[src/rtl/div_unit_pkg.sv]
// Shared constants for the execute-stage divider: state encodings, handshake
// levels and the DIV/DIVU aluop codes used by the initiator.
package div_unit_pkg;

    localparam int unsigned DIV_WIDTH = 32;

    typedef enum logic [1:0] {
        DIV_FREE    = 2'b00,
        DIV_BY_ZERO = 2'b01,
        DIV_ON      = 2'b10,
        DIV_END     = 2'b11
    } div_state_e;

    localparam logic DIV_RESULT_READY     = 1'b1;
    localparam logic DIV_RESULT_NOT_READY = 1'b0;
    localparam logic DIV_START            = 1'b1;
    localparam logic DIV_STOP             = 1'b0;

    localparam logic [7:0] EXE_DIV_OP  = 8'b0001_1010;
    localparam logic [7:0] EXE_DIVU_OP = 8'b0001_1011;

endpackage

[src/rtl/div_unit_step.sv]
// One radix-2 restoring step: shift in the next dividend bit, trial-subtract
// the divisor magnitude, keep the difference when it does not go negative.
module div_step #(
    parameter int unsigned WIDTH = 32
) (
    input  logic [WIDTH:0]   rem_i,
    input  logic             bit_i,
    input  logic [WIDTH-1:0] divisor_i,
    output logic [WIDTH:0]   rem_o,
    output logic             q_o
);

    localparam int unsigned RW = WIDTH + 2;

    logic [RW-1:0] diff;

    // The extra top bit doubles as the borrow/sign of the trial subtraction.
    always_comb begin
        diff  = {rem_i, bit_i} - RW'({1'b0, divisor_i});
        q_o   = ~diff[RW-1];
        rem_o = diff[RW-1] ? {rem_i[WIDTH-1:0], bit_i} : diff[WIDTH:0];
    end

endmodule

[src/rtl/div_unit.sv]
// Multi-cycle signed/unsigned divider for the HI/LO path: 32 restoring steps
// on operand magnitudes followed by a sign fixup; result = {rem, quot}.
module div_unit
    import div_unit_pkg::*;
#(
    parameter int unsigned WIDTH = DIV_WIDTH
) (
    input  logic               clk,
    input  logic               rst,
    input  logic               start_i,
    input  logic               annul_i,
    input  logic               signed_div_i,
    input  logic [WIDTH-1:0]   opdata1_i,
    input  logic [WIDTH-1:0]   opdata2_i,
    output logic [2*WIDTH-1:0] result_o,
    output logic               ready_o
);

    localparam int unsigned CNT_W = $clog2(WIDTH + 1);

    div_state_e           state_q, state_d;
    logic [CNT_W-1:0]     cnt_q, cnt_d;
    logic [WIDTH:0]       rem_q, rem_d;
    logic [WIDTH-1:0]     dvd_q, dvd_d;
    logic [WIDTH-1:0]     dvs_q, dvs_d;
    logic                 signed_q, signed_d;
    logic                 dvd_neg_q, dvd_neg_d;
    logic                 dvs_neg_q, dvs_neg_d;
    logic [2*WIDTH-1:0]   result_q, result_d;
    logic                 ready_q, ready_d;

    logic [WIDTH:0]       step_rem;
    logic                 step_q;
    logic                 neg1, neg2;
    logic [WIDTH-1:0]     quo_fix, rem_fix;

    div_step #(.WIDTH(WIDTH)) u_step (
        .rem_i     (rem_q),
        .bit_i     (dvd_q[WIDTH-1]),
        .divisor_i (dvs_q),
        .rem_o     (step_rem),
        .q_o       (step_q)
    );

    // The dividend register shifts out dividend bits and shifts in quotient bits.
    always_comb begin
        state_d   = state_q;
        cnt_d     = cnt_q;
        rem_d     = rem_q;
        dvd_d     = dvd_q;
        dvs_d     = dvs_q;
        signed_d  = signed_q;
        dvd_neg_d = dvd_neg_q;
        dvs_neg_d = dvs_neg_q;
        result_d  = result_q;
        ready_d   = ready_q;

        neg1    = signed_div_i & opdata1_i[WIDTH-1];
        neg2    = signed_div_i & opdata2_i[WIDTH-1];
        quo_fix = (signed_q & (dvd_neg_q ^ dvs_neg_q)) ? (~dvd_q + WIDTH'(1)) : dvd_q;
        rem_fix = (signed_q & dvd_neg_q) ? (~rem_q[WIDTH-1:0] + WIDTH'(1))
                                         : rem_q[WIDTH-1:0];

        case (state_q)
            DIV_FREE: begin
                result_d = '0;
                ready_d  = DIV_RESULT_NOT_READY;
                cnt_d    = '0;
                if (start_i == DIV_START && !annul_i) begin
                    signed_d  = signed_div_i;
                    dvd_neg_d = neg1;
                    dvs_neg_d = neg2;
                    dvd_d     = neg1 ? (~opdata1_i + WIDTH'(1)) : opdata1_i;
                    dvs_d     = neg2 ? (~opdata2_i + WIDTH'(1)) : opdata2_i;
                    rem_d     = '0;
                    state_d   = (opdata2_i == '0) ? DIV_BY_ZERO : DIV_ON;
                end
            end
            DIV_BY_ZERO: begin
                if (annul_i) begin
                    state_d = DIV_FREE;
                    cnt_d   = '0;
                end else begin
                    state_d  = DIV_END;
                    result_d = '0;
                    ready_d  = DIV_RESULT_READY;
                end
            end
            DIV_ON: begin
                if (annul_i) begin
                    state_d = DIV_FREE;
                    cnt_d   = '0;
                end else if (cnt_q == CNT_W'(WIDTH)) begin
                    state_d  = DIV_END;
                    cnt_d    = '0;
                    result_d = {rem_fix, quo_fix};
                    ready_d  = DIV_RESULT_READY;
                end else begin
                    rem_d = step_rem;
                    dvd_d = {dvd_q[WIDTH-2:0], step_q};
                    cnt_d = cnt_q + CNT_W'(1);
                end
            end
            DIV_END: begin
                if (start_i == DIV_STOP) begin
                    state_d  = DIV_FREE;
                    result_d = '0;
                    ready_d  = DIV_RESULT_NOT_READY;
                end
            end
            default: state_d = DIV_FREE;
        endcase
    end

    always_ff @(posedge clk) begin
        if (rst) begin
            state_q   <= DIV_FREE;
            cnt_q     <= '0;
            rem_q     <= '0;
            dvd_q     <= '0;
            dvs_q     <= '0;
            signed_q  <= 1'b0;
            dvd_neg_q <= 1'b0;
            dvs_neg_q <= 1'b0;
            result_q  <= '0;
            ready_q   <= DIV_RESULT_NOT_READY;
        end else begin
            state_q   <= state_d;
            cnt_q     <= cnt_d;
            rem_q     <= rem_d;
            dvd_q     <= dvd_d;
            dvs_q     <= dvs_d;
            signed_q  <= signed_d;
            dvd_neg_q <= dvd_neg_d;
            dvs_neg_q <= dvs_neg_d;
            result_q  <= result_d;
            ready_q   <= ready_d;
        end
    end

    assign result_o = result_q;
    assign ready_o  = ready_q;

endmodule
[config.mk]
export PLATFORM = sky130hd
export DESIGN_NAME = div_unit
export DESIGN_NICKNAME = d
export VERILOG_FILES = /design/src/rtl/div_unit_pkg.sv /design/src/rtl/div_unit_step.sv /design/src/rtl/div_unit.sv
export SDC_FILE = /design/constraint.sdc
export NUM_CORES = 1
export LEC_CHECK = 0
export ABC_AREA = 1
export BUFFER_PORTS_ARGS = -buffer_cell sky130_fd_sc_hd__buf_2
export CAP_MARGIN = 0
export CORE_AREA = 2 2 183 221
export DETAILED_ROUTE_END_ITERATION = 7
export DIE_AREA = 0 0 185 223
export PLACE_DENSITY = 0.49
export SLEW_MARGIN = 15
export SYNTH_ARGS = -nofsm -noshare
export SYNTH_HDL_FRONTEND = slang
export SYNTH_HIERARCHICAL = 1
export SYNTH_SLANG_ARGS = --single-unit
[constraint.sdc]
create_clock -name clk -period 2.6 [get_ports clk]
set_input_delay 0.26 -clock clk [delete_from_list [all_inputs] [get_ports clk]]
set_output_delay 0.26 -clock clk [all_outputs]
set_load 0.03 [all_outputs]
==> results of run 1 <==
## Yosys cell counts (12+ instances only)
cell type	number	share of area, %
nand2_1	691	19
inv_1	320	8.9
nand3_1	247	9.1
a21oi_1	220	8.1
nor2_1	187	5.2
dfxtp_1	173	26
o21ai_0	92	3.4
ha_1	43	4.0
clkbuf_1	39	1.1
xor2_1	37	2.4
a211oi_1	36	2.0
nand4_1	34	1.6
buf_2	24	0.89
nand3_2	16	1.2
and2_1	13	0.60
nor3_1	12	0.44
## worst reg2reg max path: cells and delay by family, from the launching register on
family	cells	cell delay (ns)
compound gates	2	0.26
fa+ha+maj	1	0.42
buf+inv	2	0.28
flops	1	0.38
simple gates	10	0.98
## what timing repair did
action	CTS	global route
endpoints found under the setup margin	33	34
cloned	0	4
pin swaps	0	8
hold endpoints to repair	0	0
buffers inserted	0	6
gates resized for setup	5	70
## power by group through the flow
stage | Combinational (mW) | Clock, mW | Sequential (mW)
after detailed placement | 12.6 | 0 | 3.97
after global routing | 15.1 | 2.97 | 4.02
after CTS | 12.6 | 2.87 | 3.92
after floorplan | 8.77 | 0 | 3.95
after global placement | 12.6 | 0 | 3.97
final | 13.6 | 2.78 | 3.96
## through the flow
stage	total power [mW]	hold slack, ns	setup WS, ns	util [%]	TNS [ns]
2_1_floorplan	12.7	0.395	0.486	-	0
3_5_place_dp	16.5	0.456	-0.0805	38.3	-0.347
3_3_place_gp	16.5	0.454	-0.0779	38.3	-0.151
4_1_cts	19.4	0.0869	0.00656	39.9	0
6_report	20.3	0.107	0.138	41.2	0
5_1_grt	22.1	0.120	-0.0134	41.2	-0.0134
## cell families (layout without fill, tap and decap cells)
group	count (synthesis)	count (layout)	synth area share (%)
AO/OA/AOI/OAI	387	387	15.7
XOR/XNOR	44	44	2.85
adder cells (fa/ha/maj)	44	44	4.13
buffers and inverters	412	569	12.4
flip-flops	173	173	25.6
AND/OR/NAND/NOR	1238	1238	39.4
## routing by layer
metal / vias to the layer above / track usage (%) / wire length [um]
li1: 7683 / - / -
met1: 6915 / 26.5 / 20000
met2: 302 / 47.4 / 27600
met3: 90 / 2.46 / 1370
met4: 0 / 12.8 / 2250
met5: - / 0 / 0
## final timing paths
check	start	endpoint	slack, ns	cells after the start
max	rem_q[8]$_SDFFE_PP0P_	rem_q[6]$_SDFFE_PP0P_	0.14	15
min	opdata2_i[3]	dvs_q[3]$_SDFFE_PP0P_	0.11	3
max reg2reg	rem_q[8]$_SDFFE_PP0P_	rem_q[6]$_SDFFE_PP0P_	0.14	15
min reg2reg	result_o[20]$_SDFFE_PP0P_	result_o[20]$_SDFFE_PP0P_	0.46	2
## layout make-up
| cell class | instances | area (sq um) |
|---|---|---|
| Clock buffer | 18 | 429 |
| Clock inverter | 14 | 184 |
| Fill cell | 4458 | 23100 |
| Inverter | 328 | 1230 |
| Multi-Input combinational cell | 1713 | 8760 |
| Sequential cell | 173 | 3490 |
| Tap cell | 533 | 667 |
| Timing Repair Buffer | 209 | 1400 |
## state kept, by name, indices dropped and copies added (netlist names)
signal and cells:
dvd_q 32, dvd_neg_q 1, cnt_q 6, rem_q 33
dvs_q 32, result_o 64, dvs_neg_q 1, state_q 2
signed_q 1, ready_o 1
==> impl_results.md, run 1 <==
- H-tree depth: 4
- I/O Buffers: 133
- Remaining Overflow, GRT: 0
- Reg clk slew, reported paths: 0.08 ns
- Cells after DPL: 2946
- DR pass1 iterations: 6
- Top delay family on crit path: simple AND/OR/NAND/NOR gates
- Synth Register Bits: 173
- DRT antenna net count: 0
- Comb power frac: 66.8%
- Die Area: 0.0413 sq mm
- Share of layout cells above drive strength 1: 14.2%
- Area grow syn2layout: 19.5%
- GR Util All Layers: 24.8%
- DRC Markers: 0
- Max Fclk: 406 MHz
- Mapped Area: 0.0135 sq mm
- Critical path's slowest cell: ha_1
- Netlist cell types: 46
- Worst Path Max Fanout: 13
- Clock latency on the worst-skew pair: 0.47 ns
- Clock group share of total power: 13.7%
- Max-slew headroom: 42.0%
- Post-synth EDFFs: 0
- Gate Count Post-Synth: 2298
- Detailed placement HPWL: 40.0 mm
- Final Net Count: 2555
- Row count: 80
- Leakage: 7.91 nW
- Seq/Total Area, Yosys: 25.6%
- Tmin final: 2.46 ns
- Arrival @ worst endpoint: 2.78 ns
- Post-Layout Cell Count: 2988
- Switching power of the nets: 10.8 mW
- # hold bufs at CTS: 0
- Core ar.: 0.0392 sq mm
- Synth Warn #: 6
- Initial antenna violation count: 0
- Top FF cell, synth: dfxtp_1
- IO Pins: 134
- Syn Nets: 2411
- Routed WL: 51.3 mm
- Initial core utilization: 34.5%
- CP Capture Type: flop
- Worst Hold Class: primary input to flop
- Post-DP Area: 0.0150 sq mm
- Syn Area/Cell: 5.89 sq um
- Commonest non-fill, non-tap cell in the layout: nand2_1
- Sink Count: 173
- Most frequent cells in the layout: 684 x nand2_1, 319 x inv_1, 246 x nand3_1
- WS Path Type: flop to flop
- Drt wl/cell: 17.2 um
- P per Cell Area: 1260 mW/mm^2
- Bufs and invs on worst path: 2
- Final number of max-transition violations: 0
- Sw frac: 53.2%
- Fin. Hold Viols: 0
- Internal: 9.52 mW
- Gpl congestion: 0.934
- Number of DRC markers in iteration 0: 875
- Fraction of power consumed by sequential logic: 19.5%
- Via-to-Cell Ratio: 5.02
- Worst IR Drop VDD: 0.000565 V
- Cts bufs inserted: 17
- # setup viols final: 0
- Largest net degree at the start of global routing: 128
- Clk_skew: 0.0154 ns
- CP Cell Sequence: ha_1 > nand2_1 > nor2_1 > nand2_1 > inv_1 > nand2_2 > nand2_2 > nand2_4 > nand2_4 > nand2_4 > clkbuf_16 > nand3_1 > nand2_1 > a21oi_1 > a211oi_1
- Max-cap violations: 0
- Die Ht: 223 um
- Vias in the first global route: 14.3k
- Setup crit start kind: flop
- CTS tree: done
- Fin crit share: 94.7%
- Die Width: 185 um
- DR vias: 15.0k
- N_diodes: 0
- Post-synth ARST share: 0%
- Status: complete, no violations
- Clock buffer depth: 2
- Clk root buf: clkbuf_16
- Least-Margin Pin Slew: 0.870 ns
- CP Data Required Time: 2.92 ns
- CP max stage delay: 0.42 ns
- Fin area: 0.0162 sq mm
- First-pass GRT wire length: 78.2 mm
No activity file was read; power rests on OpenSTA's default activity.
==> run 2, diff against run 1 <==
--- a/config.mk
+++ b/config.mk
@@ -8,12 +8,13 @@
 export ABC_AREA = 1
 export BUFFER_PORTS_ARGS = -buffer_cell sky130_fd_sc_hd__buf_2
 export CAP_MARGIN = 0
-export CORE_AREA = 2 2 183 221
+export CORE_AREA = 2 2 162 195
 export DETAILED_ROUTE_END_ITERATION = 7
-export DIE_AREA = 0 0 185 223
-export PLACE_DENSITY = 0.49
+export DIE_AREA = 0 0 164 197
+export PLACE_DENSITY = 0.61
 export SLEW_MARGIN = 15
 export SYNTH_ARGS = -nofsm -noshare
 export SYNTH_HDL_FRONTEND = slang
 export SYNTH_HIERARCHICAL = 1
 export SYNTH_SLANG_ARGS = --single-unit
+export TNS_END_PERCENT = 30
==> run 2 against run 1 <==
Effect of this change: hold slack lost 0.0098 ns; cell area down 3.0%; clock power about the same; register-to-register slack lost 0.03 ns; core utilization rose by 10 points; setup slack worse by 0.032 ns; critical path depth rose by 2.
==> impl_results.md, run 2 (synthesis gave the netlist of run 1 again) <==
- Max-cap violations: 0 (unchanged)
- Worst Hold Class: primary input to flop
- Hold Path Sink: dvs_q[0]$_SDFFE_PP0P_
- Max Fclk: 401 MHz (-1.3%)
- Fin. Hold Viols: 0 (unchanged)
- Clk root buf: clkbuf_16
- DRC Markers: 0 (unchanged)
- Hold-critical path depth: 3 (unchanged)
- Core ar.: 0.0304 sq mm (-23%)
- Sink Count: 173 (unchanged)
- Initial core utilization: 44.5% (+10 points)
- Row count: 70 (-13%)
- Area grow syn2layout: 15.9%
- Commonest non-fill, non-tap cell in the layout: nand2_1
- CP Data Required Time: 2.93 ns (about the same)
- PnR worst setup slack: 0.107 ns (-0.0319 ns)
- R2R depth: 17 (+2)
- Reg clk slew, reported paths: 0.08 ns (about the same)
- Routed WL: 46.5 mm (-9.3%)
- Final Net Count: 2540 (-0.59%)
- Tmin final: 2.49 ns (+0.0319 ns)
- IO Pins: 134 (unchanged)
- H-tree depth: 4 (unchanged)
- Cts bufs inserted: 17 (unchanged)
- Leakage: 7.79 nW (-1.5%)
- FF-to-FF End: rem_q[15]$_SDFFE_PP0P_
- Clock buffer depth: 2 (unchanged)
- WS Path Type: flop to flop
- Max-slew headroom: 51.9% (+9.9 points)
- Final number of max-transition violations: 0 (unchanged)
- Worst Hold Launch: opdata2_i[0]
- Drt wl/cell: 16.4 um (-4.4%)
- Worst hold margin: 0.0971 ns (-0.00979 ns)
- Die Area: 0.0323 sq mm (-22%)
- TNS Setup: 0 ns (unchanged)
- Via-to-Cell Ratio: 5.27 (+5.1%)
- Least-Margin Pin Slew: 0.722 ns (-0.148 ns)
- R2r startpoint: rem_q[6]$_SDFFE_PP0P_
- RSZ-0062 raised after global routing: true
- Gpl congestion: 0.976 (+4.4%)
- Worst Path Max Fanout: 6 (-7)
- Dpl ws: -0.162 ns (-0.0810 ns)
- R2R setup slack: 0.11 ns (-0.03 ns)
- Clock latency on the worst-skew pair: 0.46 ns (about the same)
- Vias in the first global route: 14.6k (+2.2%)
- GR Util All Layers: 29.1% (+4.3 points)
- I/O Buffers: 133 (unchanged)
- DR vias: 15.0k (-0.22%)
- Share of layout cells above drive strength 1: 13.4% (-0.81 points)
- # setup viols final: 0 (unchanged)
- P per Cell Area: 1240 mW/mm^2 (-1.3%)
- Arrival @ worst endpoint: 2.83 ns (+0.05 ns)
- N_diodes: 0 (unchanged)
- Most frequent cells in the layout: 681 x nand2_1, 319 x inv_1, 247 x nand3_1
- Setup crit start kind: flop
- DRT antenna net count: 0 (unchanged)
- DR pass1 iterations: 5 (-1)
- Status: complete, no violations
- Die Ht: 197 um (-12%)
- Number of DRC markers in iteration 0: 1083 (+24%)
- Detailed placement HPWL: 36.4 mm (-9.1%)
- Max reg flops: 64 (unchanged)
- Clk_skew: 0.0209 ns (+0.00557 ns)
- Fin crit share: 95.9% (+1.2 points)
- Final Total Pwr: 19.5 mW (-4.2%)
- Largest net degree at the start of global routing: 128 (unchanged)
- First-pass GRT wire length: 73.3 mm (-6.2%)
- Remaining Overflow, GRT: 0 (unchanged)
- Worst IR Drop VDD: 0.000706 V (+25%)
- CTS tree: done
- Initial antenna violation count: 0 (unchanged)
- Die Width: 164 um (-11%)
- CP Capture Type: flop
[run 2: cell count changes in the layout (fill, tap and decap cells not counted), sizes merged]
cell	before	now
buf	205	194
bufinv	3	1
clkbuf	22	17
clkinvlp	1	0
inv	330	334
[run 2: repair_timing]
action,in CTS,in global routing
hold buffers,0,0
resized for setup,4,47
setup endpoints to repair,3,30
setup buffers,0,1
pin swaps,0,2
[run 2: critical path, stage by stage (launching register included)]
cell	delay, ns
dfxtp_4	0.41
ha_2	0.33
nand2_2	0.11
inv_2	0.05
nand2_1	0.07
nand2_2	0.07
inv_2	0.05
nand3_2	0.12
nand2_2	0.11
nand2_2	0.06
nand2_2	0.10
nand2_2	0.10
nand2_4	0.11
buf_4	0.14
nand3_1	0.08
nand2_1	0.08
a21oi_1	0.07
a211oi_2	0.31
[run 2: area by class of cell]
cell class / instances / area [sq um]
fillers: 3278 / 14700
multi-input cells: 1713 / 8580
flip-flops and latches: 173 / 3490
repair buffers: 194 / 1250
inverters: 328 / 1230
well taps: 396 / 495
clock buffers: 17 / 425
clock inverters: 15 / 208
[run 2: report_power, final]
part | leakage [nW] | total [mW] | switching (mW) | internal (mW)
combinational | 6.07 | 12.8 | 8.46 | 4.33
sequential | 1.42 | 3.94 | 0.654 | 3.29
clock | 0.308 | 2.76 | 1.35 | 1.41
total | 7.79 | 19.5 | 10.5 | 9.02
[run 2: how the worst max path moves through the flow]
stage	startpoint	cells past startpoint	to	slack, ns
2_1_floorplan	dvd_q[31]$_SDFFE_PP0P_	17	rem_q[28]$_SDFFE_PP0P_	0.49
3_3_place_gp	rem_q[3]$_SDFFE_PP0P_	17	rem_q[15]$_SDFFE_PP0P_	-0.16
3_5_place_dp	rem_q[3]$_SDFFE_PP0P_	17	rem_q[15]$_SDFFE_PP0P_	-0.16
4_1_cts	rem_q[5]$_SDFFE_PP0P_	12	rem_q[15]$_SDFFE_PP0P_	0.03
5_1_grt	dvd_q[31]$_SDFFE_PP0P_	17	rem_q[28]$_SDFFE_PP0P_	-0.04
6_report	rem_q[6]$_SDFFE_PP0P_	17	rem_q[15]$_SDFFE_PP0P_	0.11
[run 2: per-layer routing]
layer	wire length [um]	part of all wire, %	vias up	global-route usage [%]
met1	18100	39	6793	30.5
met5	0	0	-	0
met2	23900	51	373	55.0
li1	-	-	7660	-
met3	1650	3.5	131	3.64
met4	2940	6.3	0	16.7
[run 2: through the flow]
stage | util [%] | instance area, sq um | cells
floorplan | - | 13500 | 2298
global placement | 48.8 | 14800 | 2803
CTS | 50.9 | 15500 | 2835
detailed placement | 48.8 | 14800 | 2803
global route | 51.6 | 15700 | 2836
finish | 51.6 | 15700 | 2836
==> run 3, diff against run 2 <==
--- a/config.mk
+++ b/config.mk
@@ -8,13 +8,12 @@
 export ABC_AREA = 1
 export BUFFER_PORTS_ARGS = -buffer_cell sky130_fd_sc_hd__buf_2
 export CAP_MARGIN = 0
-export CORE_AREA = 2 2 162 195
+export CORE_AREA = 2 2 155 188
 export DETAILED_ROUTE_END_ITERATION = 7
-export DIE_AREA = 0 0 164 197
+export DIE_AREA = 0 0 157 190
 export PLACE_DENSITY = 0.61
 export SLEW_MARGIN = 15
 export SYNTH_ARGS = -nofsm -noshare
 export SYNTH_HDL_FRONTEND = slang
-export SYNTH_HIERARCHICAL = 1
 export SYNTH_SLANG_ARGS = --single-unit
 export TNS_END_PERCENT = 30
==> run 3 against run 2 <==
Effect of this change: sequential power fell by 10%; critical endpoint is now rem_q[2]$_SDFFE_PP0P_; clock skew is 0.012 ns lower; routed wire length decreased by 15%; hold slack better by 0.045 ns; register-to-register slack improved by 0.09 ns; first-iteration DRC count fell by 5.4%; die area shrank 7.7%; sequential share of layout area rose by 2.1 points; maximum frequency rose by 3.6%.
==> impl_results.md, run 3 <==
- Area grow syn2layout: 14.7%
- # hold bufs at CTS: 0 (unchanged)
- Initial core utilization: 44.2% (-0.31 points)
- Syn Nets: 2138 (-11%)
- Gpl congestion: 0.933 (-4.4%)
- Routed WL: 39.7 mm (-15%)
- Worst Path Max Fanout: 33 (+27)
- Post-synth EDFFs: 0 (unchanged)
- Most common cell in the netlist: nand2_1
- Arrival @ worst endpoint: 2.70 ns (-0.13 ns)
- Max-cap violations: 0 (unchanged)
- Netlist cell types: 46 (unchanged)
- Reg clk slew, reported paths: 0.07 ns (about the same)
- TNS Setup: 0 ns (unchanged)
- Fin crit share: 92.6% (-3.3 points)
- Final number of max-transition violations: 0 (unchanged)
- Gate Count Post-Synth: 2026 (-12%)
- Seq/Total Area, Yosys: 27.8% (+2.2 points)
- Share of layout cells above drive strength 1: 12.7% (-0.66 points)
- Final Net Count: 2257 (-11%)
- Core ar.: 0.0282 sq mm (-7.3%)
- Max Fclk: 415 MHz (+3.6%)
- Post-CTS Setup Repair Bufs: 0 (unchanged)
- Clock latency on the worst-skew pair: 0.44 ns (-0.02 ns)
- Die Width: 157 um (-4.3%)
- PnR worst setup slack: 0.192 ns (+0.0856 ns)
- Yosys top cell by area: dfxtp_1
- Die Area: 0.0298 sq mm (-7.7%)
- Vias in the first global route: 11.8k (-19%)
- Worst hold margin: 0.142 ns (+0.0450 ns)
- Clk root buf: clkbuf_16
- Post-DP Area: 0.0136 sq mm (-8.2%)
- Drt wl/cell: 15.6 um (-4.8%)
- P per Cell Area: 926 mW/mm^2 (-25%)
- CTS tree: done
- Setup crit start kind: flop
- Largest net degree at the start of global routing: 70 (-45%)
- Tmin final: 2.41 ns (-0.0856 ns)
- WS Path Type: flop to flop
- Commonest non-fill, non-tap cell in the layout: nand2_1
- Sink Count: 173 (unchanged)
- Dpl ws: -0.0351 ns (+0.126 ns)
- Yosys top cell area share: 27.8% (+2.2 points)
- N_diodes: 0 (unchanged)
- Synth Warn #: 0 (-6)
- Clk_skew: 0.00894 ns (-0.0120 ns)
- Status: complete, no violations
- Final Total Pwr: 13.2 mW (-32%)
- Fin area: 0.0143 sq mm (-9.0%)
- Multi-input logic area: 0.00773 sq mm (-10%)
- Worst IR Drop VDD: 0.000594 V (-16%)
- Initial antenna violation count: 0 (unchanged)
- Least-Margin Pin Slew: 0.799 ns (+0.0775 ns)
- Mapped Area: 0.0124 sq mm (-8.0%)
- Cts bufs inserted: 17 (unchanged)
- H-tree depth: 4 (unchanged)
- IO Pins: 134 (unchanged)
- Top cells by count, synth: 540 x nand2_1, 247 x inv_1, 229 x a21oi_1
- DR pass1 iterations: 5 (unchanged)
- Clock buffer depth: 2 (unchanged)
- Most frequent cells in the layout: 540 x nand2_1, 247 x inv_1, 228 x a21oi_1
- Remaining Overflow, GRT: 0 (unchanged)
- Fillers: 3005 (-8.3%)
- Detailed placement HPWL: 31.1 mm (-15%)
- CP Data Required Time: 2.90 ns (-0.03 ns)
- First-pass GRT wire length: 63.1 mm (-14%)
- Leakage: 6.82 nW (-13%)
- GR Util All Layers: 26.6% (-2.5 points)
- DRT antenna net count: 0 (unchanged)
- DRC Markers: 0 (unchanged)
- Max-slew headroom: 46.7% (-5.2 points)
- Row count: 68 (-2.9%)
- Synth top area cells: dfxtp_1 28%, nand2_1 16%, a21oi_1 9.2%
- Fin. Hold Viols: 0 (unchanged)
- Die Ht: 190 um (-3.6%)
- Number of DRC markers in iteration 0: 1024 (-5.4%)
- Post-synth ARST share: 0% (unchanged)
- Top FF cell, synth: dfxtp_1
- # setup viols final: 0 (unchanged)
- Max reg flops: 64 (unchanged)
- RSZ-0062 raised after global routing: false
- Via-to-Cell Ratio: 5.17 (-1.9%)
- I/O Buffers: 133 (unchanged)
- Syn Area/Cell: 6.14 sq um (+4.4%)
- CP Capture Type: flop
- DR vias: 13.2k (-12%)
- Synth Register Bits: 173 (unchanged)
- Worst Hold Class: primary input to flop
- Register area: 0.00347 sq mm (-0.50%)
==> run 3: changes by cell type after synthesis, moves of 13 or more <==
cell / previous run / this run
nor3_1: 12 / 26
a21oi_2: 2 / 15
nand3_1: 247 / 160
inv_1: 320 / 247
a211oi_1: 36 / 4
nand2_1: 691 / 540
o21ai_0: 92 / 123
nor2_1: 187 / 173
xnor2_1: 7 / 23
==> run 3: what timing repair did <==
| action | in CTS | in global routing |
|---|---|---|
| endpoints found under the setup margin | 6 | 34 |
| endpoints found under the hold margin | 0 | 0 |
| gates resized for setup | 2 | 14 |
==> run 3: per-stage QoR <==
step	cells	util [%]
global route	2543	50.7
detailed placement	2511	48.4
global placement	2511	48.4
finish	2543	50.7
CTS	2543	50.5
floorplan	2026	-
==> run 3: logic make-up after synthesis <==
kind of cell	after synthesis	synth area share (%)
simple gates	974	33.3
xor+xnor	70	4.93
fa+ha+maj	43	4.38
buf+inv	334	10.6
compound gates	432	18.9
flops	173	27.8
==> run 3: worst paths after layout <==
kind | cells after the start | startpoint | slack [ns] | to
min reg2reg | 2 | result_o[41]$_SDFFE_PP0P_ | 0.46 | result_o[41]$_SDFFE_PP0P_
max | 13 | rem_q[6]$_SDFFE_PP0P_ | 0.19 | rem_q[2]$_SDFFE_PP0P_
min | 3 | opdata2_i[6] | 0.14 | dvs_q[6]$_SDFFE_PP0P_
max reg2reg | 13 | rem_q[6]$_SDFFE_PP0P_ | 0.19 | rem_q[2]$_SDFFE_PP0P_
==> run 3: per-layer routing <==
layer | routed length, um | up-vias | track usage (%) | share of wire, %
met4 | 681 | 0 | 6.92 | 1.7
met2 | 16500 | 397 | 39.2 | 42
li1 | - | 6852 | - | -
met1 | 20200 | 5869 | 40.5 | 51
met5 | 0 | - | 0 | 0
met3 | 2350 | 40 | 3.42 | 5.9
==> run 3: area by class of cell <==
| cell class | instances | share of cell area [%] |
|---|---|---|
| Inverter | 259 | 6.81 |
| Clock buffer | 19 | 3.03 |
| Sequential cell | 173 | 24.3 |
| Multi-Input combinational cell | 1519 | 54.1 |
| Tap cell | 385 | 3.37 |
| Clock inverter | 13 | 1.13 |
| Timing Repair Buffer | 175 | 7.24 |
==> run 3: critical path, stage by stage (launching register included) <==
cell	delay (ns)
dfxtp_1	0.50
ha_1	0.35
nand2_1	0.10
inv_1	0.05
a21oi_1	0.18
nand3_2	0.15
nand2_1	0.10
nand2_2	0.07
nand2_2	0.10
nand3_2	0.12
nand2_8	0.23
o21ai_0	0.15
nand3_1	0.09
a21oi_1	0.06
==> run 3: report_power, final <==
group | leakage, nW | internal (mW) | switching, mW
logic | 5.12 | 2.22 | 4.78
clock network | 0.287 | 1.45 | 1.22
registers | 1.41 | 3.07 | 0.474
total | 6.82 | 6.74 | 6.48
